`src/rtl/verbus_arbiter_pkg.sv`:
```
// verbus_arbiter_pkg: shared state encoding and constants for multi-master Verbus blocks
package verbus_arbiter_pkg;
  typedef enum logic {IDLE, BUSY} arb_state_t;
  localparam logic [3:0] WSTROBE_READ = '0;
endpackage

```
`src/rtl/verbus_arbiter_rr_picker.sv`:
```
// rr_picker: first set request scanning circularly from rr_ptr
module rr_picker #(
  parameter int N_REQ = 2
) (
  input  logic [N_REQ-1:0]         req,
  input  logic [$clog2(N_REQ)-1:0] rr_ptr,
  output logic                     any,
  output logic [$clog2(N_REQ)-1:0] index
);
  localparam int IW = $clog2(N_REQ);
  always_comb begin
    any = |req;
    index = '0;
    for (int k = N_REQ - 1; k >= 0; k--)
      if (req[(int'(rr_ptr) + k) % N_REQ]) index = IW'((int'(rr_ptr) + k) % N_REQ);
  end
endmodule

```
`src/rtl/verbus_arbiter.sv`:
```
// verbus_arbiter: round-robin sharing of one Verbus memory port with a per-transaction watchdog
module verbus_arbiter
  import verbus_arbiter_pkg::*;
#(
  parameter int N_REQ   = 2,
  parameter int TIMEOUT = 256
) (
  input  logic                     clk,
  input  logic                     reset,
  input  logic [N_REQ-1:0]         req_valid,
  input  logic [N_REQ*32-1:0]      req_address,
  input  logic [N_REQ*4-1:0]       req_wstrobe,
  input  logic [N_REQ*32-1:0]      req_wdata,
  output logic [N_REQ-1:0]         req_ready,
  output logic [31:0]              req_rdata,
  output logic                     mem_valid,
  output logic [31:0]              mem_address,
  output logic [3:0]               mem_wstrobe,
  output logic [31:0]              mem_wdata,
  input  logic                     mem_ready,
  input  logic [31:0]              mem_rdata,
  output logic                     timeout_flag,
  output logic [$clog2(N_REQ)-1:0] timeout_id,
  input  logic                     timeout_clear
);
  localparam int IW = $clog2(N_REQ);
  localparam int WW = TIMEOUT > 0 ? $clog2(TIMEOUT + 1) : 1;
  arb_state_t state, state_n;
  logic [IW-1:0] grant_id, grant_n, rr_ptr, rr_n, pick, tid_n;
  logic [WW-1:0] wd_count, wd_n;
  logic any, busy, wd_hit, done, flag_n;
  rr_picker #(.N_REQ(N_REQ)) u_pick (
    .req(req_valid),
    .rr_ptr(rr_ptr),
    .any(any),
    .index(pick)
  );
  always_comb begin
    busy = state == BUSY;
    wd_hit = TIMEOUT > 0 && busy && !mem_ready && wd_count == WW'(TIMEOUT - 1);
    done = busy && (mem_ready || wd_hit);
    state_n = busy ? (done ? IDLE : BUSY) : (any ? BUSY : IDLE);
    grant_n = !busy && any ? pick : grant_id;
    rr_n = done ? (grant_id == IW'(N_REQ - 1) ? '0 : grant_id + 1'b1) : rr_ptr;
    wd_n = !busy ? '0 : (!mem_ready && wd_count != '1) ? wd_count + 1'b1 : wd_count;
    flag_n = wd_hit || (timeout_flag && !timeout_clear);
    tid_n = wd_hit ? grant_id : timeout_id;
    mem_valid = busy && req_valid[grant_id] && !wd_hit;
    mem_address = busy ? req_address[grant_id*32 +: 32] : '0;
    mem_wstrobe = busy ? req_wstrobe[grant_id*4 +: 4] : WSTROBE_READ;
    mem_wdata = busy ? req_wdata[grant_id*32 +: 32] : '0;
    req_ready = done ? N_REQ'(1) << grant_id : '0;
    req_rdata = busy && !wd_hit ? mem_rdata : '0;
  end
  always_ff @(posedge clk) begin
    if (reset) begin
      state <= IDLE;
      grant_id <= '0;
      rr_ptr <= '0;
      wd_count <= '0;
      timeout_flag <= 1'b0;
      timeout_id <= '0;
    end else begin
      state <= state_n;
      grant_id <= grant_n;
      rr_ptr <= rr_n;
      wd_count <= wd_n;
      timeout_flag <= flag_n;
      timeout_id <= tid_n;
    end
  end
endmodule
```
`config.mk`:
```
export PLATFORM = sky130hd
export DESIGN_NAME = verbus_arbiter
export DESIGN_NICKNAME = d
export VERILOG_FILES = /design/src/rtl/verbus_arbiter_pkg.sv /design/src/rtl/verbus_arbiter_rr_picker.sv /design/src/rtl/verbus_arbiter.sv
export SDC_FILE = /design/constraint.sdc
export NUM_CORES = 1
export LEC_CHECK = 0
export BUFFER_PORTS_ARGS = -buffer_cell sky130_fd_sc_hd__clkbuf_2
export CORE_AREA = 2 2 108 110
export CTS_BUF_LIST = sky130_fd_sc_hd__clkbuf_16
export DETAILED_ROUTE_END_ITERATION = 7
export DIE_AREA = 0 0 110 112
export GPL_TIMING_DRIVEN = 1
export PLACE_DENSITY = 0.56
export SETUP_SLACK_MARGIN = 0.15
export SYNTH_ARGS = -nofsm -noshare
export SYNTH_HDL_FRONTEND = slang
export SYNTH_SLANG_ARGS = --single-unit
```
`constraint.sdc`:
```
create_clock -name clk -period 2.74 [get_ports clk]
set_input_delay 0.411 -clock clk [delete_from_list [all_inputs] [get_ports clk]]
set_output_delay 0.411 -clock clk [all_outputs]
set_load 0.02 [all_outputs]
```
==> flow_metrics.tcl <==
set metrics [dict create \
    ant_nets 0 \
    fin_crit_ns 2.33 \
    finalWirelength_um 9240 \
    firstDrtPassIters 4 \
    drive_above_1_share_pct 54.6 \
    die_y_um 112 \
    max_freq_ghz 0.429 \
    grt_max_degree 41 \
    cts_made_buffers 3 \
    grt_pass1_wl_um 13000 \
    synth_cell_types 30 \
    cts_tree "done" \
    synth.area.top_cells "mux2i_1 (37%), nor2_1 (15%), dfxtp_1 (15%)" \
    syn_nets 444 \
    clockBufferDepth 2 \
    grt_use_met2_pct 25.8 \
    num_vias 2895 \
    synth.cell_area_um2 1890 \
    totalNegativeSetupSlack_ns 0 \
    synth_area_per_cell_um2 7.08 \
    hpwl_um 8050 \
    clk_pin_slew_ns 0.05 \
    cts_root_buf "clkbuf_16" \
    dpl_cell_area_um2 3430 \
    vias_per_cell 4.28 \
    cp_max_fo 33 \
    grt_usage_pct 13.5 \
    startpoint_type "flop" \
    routedWlPerCell_um 13.6 \
    clk_latency_ns 0.25 \
    p_leak_uw 0.00197 \
    grt_antenna_before_repair 1 \
    synth-async-reset-ratio_pct 0 \
    min_delay_path_depth 2 \
    post-cts-setup-buffer-count 0 \
    area_delta_synth_final_pct 85.8 \
    layout.nets 711 \
    finish.utilization_pct 31.4 \
    ir_drop_v 0.000167 \
    routabilityCongestion 0.802 \
    rsz0062_at_grt "false" \
    min_path_type "input pin to flop" \
    max_slew_margin_pct 53.9 \
    die_area_um2 12300 \
    syn_inst 267 \
    synth_edf_count 0 \
    drc 0 \
    n_fill_cell 1222 \
    overflow 0 \
    drt_iter0_drc 104 \
    timing.final.crit_share_pct 85.1 \
    min_to "grant_id" \
    arrival_ns 1.92 \
    synth.largest_area_cell "mux2i_1" \
    ys_seq_elements 14 \
    outcome "complete, no violations" \
    clkSinkCount 14 \
    maxCapViolations 0 \
    yosys_warnings 0 \
    dieWidth_um 110 \
    slew_violations 0 \
    grt_util_met1_pct 15.4 \
    cts_htree_levels 1 \
    postCtsHoldBufs 0 \
    post_cts_resized 0 \
    hold_violations 0 \
    rrSetupSlack_ns 0.72 \
    crit_type "flop to primary output" \
    finalPower_uw 1070 \
    min_from "reset" \
    grt_pass1_vias 2565 \
    io_pins 279 \
    setup_viol 0 \
    use_met3_pct 1.87 \
    synth_top_area_share_pct 37.1 \
    numPortBuffers 278 \
    rows 39 \
    r2r-end "wd_count[7]" \
    design_area_um2 3510 \
    critical_path.startpoint "wd_count[0]" \
    crit_required_ns 2.33 \
    seq_area_frac_synth_pct 14.8 \
    clock_skew_ns 0.00400 \
    initial_core_util_pct 16.9 \
    p_per_area_nw_per_um2 306 \
    worst_pin_slew_ns 0.690 \
    grt_most_used_layer "met2" \
    r2r-start "wd_count[0]" \
    ys.flop_type "dfxtp_1" \
    reg2regPathDepth 7 \
    core_area_um2 11200 \
    crit_path_end_kind "primary output" \
]
-- metal layers --
metal  share of wire (%)  vias up  routed length (um)
met1                  39     1283                3620
met5                   0        -                   0
li1                    -     1461                   -
met2                  52      142                4830
met3                 7.0        9                 646
met4                 1.4        0                 132
-- cells by family (layout without fill, tap and decap cells) --
kind of cell / count (synthesis) / after routing / share of synthesized area (%)
AO/OA/AOI/OAI: 17 / 17 / 5.43
adder cells (fa/ha/maj): 3 / 3 / 1.99
AND/OR/NAND/NOR: 133 / 133 / 33.3
other: 0 / 1 / 0
flip-flops: 14 / 14 / 14.8
buffers and inverters: 28 / 294 / 6.42
multiplexers: 70 / 70 / 37.1
XOR/XNOR: 2 / 2 / 0.927
-- worst max-delay path, cell delays in order, from the launching register on --
cell      delay, ns
dfxtp_1        0.36
ha_1           0.20
nand3_1        0.08
nor2_1         0.16
ha_1           0.23
nand2b_1       0.06
buf_4          0.21
and3_1         0.21
clkbuf_2       0.15
-- placed cells by master (no fill, tap or decap), types with 2 or more instances in the layout --
master / instances
a21oi_1: 8
and3_1: 32
buf_4: 7
clkbuf_16: 3
clkbuf_2: 278
dfxtp_1: 13
ha_1: 3
inv_1: 3
mux2i_1: 70
nand2_1: 5
nand2b_1: 3
nand3_1: 3
nor2_1: 76
nor3_1: 3
o21ai_0: 2
o31ai_1: 4
or4_1: 4
xnor2_1: 2
-- worst max-delay path by stage --
stage,slack [ns],depth (start not counted),to
after floorplan,0.76,8,mem_valid
after global placement,0.77,8,req_rdata[27]
after detailed placement,0.67,8,req_rdata[26]
after CTS,0.41,8,req_rdata[26]
after global routing,0.25,8,req_rdata[14]
final,0.41,8,req_rdata[26]
-- cell usage after synthesis, types with 3 or more instances --
| cell type | instances |
|---|---|
| nor2_1 | 76 |
| mux2i_1 | 70 |
| and3_1 | 32 |
| clkbuf_1 | 15 |
| dfxtp_1 | 14 |
| a21oi_1 | 8 |
| buf_2 | 7 |
| nand2_1 | 5 |
| o31ai_1 | 4 |
| or4_1 | 4 |
| ha_1 | 3 |
| inv_1 | 3 |
| nand2b_1 | 3 |
| nand3_1 | 3 |
| nor3_1 | 3 |
-- area by class of cell --
type	count	area [um2]	share of cell area, %
multi-input combinational	225	1490	42.4
timing repair buffer	286	1460	41.7
sequential	14	284	8.09
tap	143	179	5.10
clock buffer	3	75.1	2.14
inverter	4	15.0	0.428
clock inverter	1	3.75	0.107
antenna	1	2.50	0.0713
-- state kept, by name, summed over array words and instances, names as in the netlist --
register / count
busy: 1
grant_id: 1
rr_ptr: 1
timeout_flag: 1
timeout_id: 1
wd_count: 9
-- metrics by stage --
step                      setup WS (ns)  instances  hold slack, ns
after floorplan                   0.758        267           0.452
after global placement            0.768        672           0.461
after detailed placement          0.674        672           0.472
after CTS                         0.406        676           0.409
after global routing              0.250        677           0.411
final                             0.407        677           0.414
-- power breakdown --
| part | switching (uW) | internal [uW] | leakage (uW) |
|---|---|---|---|
| combinational | 324 | 252 | 0.00182 |
| clock | 83.4 | 193 | 0.0000385 |
| sequential | 13.3 | 209 | 0.000114 |
| total | 420 | 654 | 0.00197 |
Note: power is estimated with default switching activity, not from simulation.
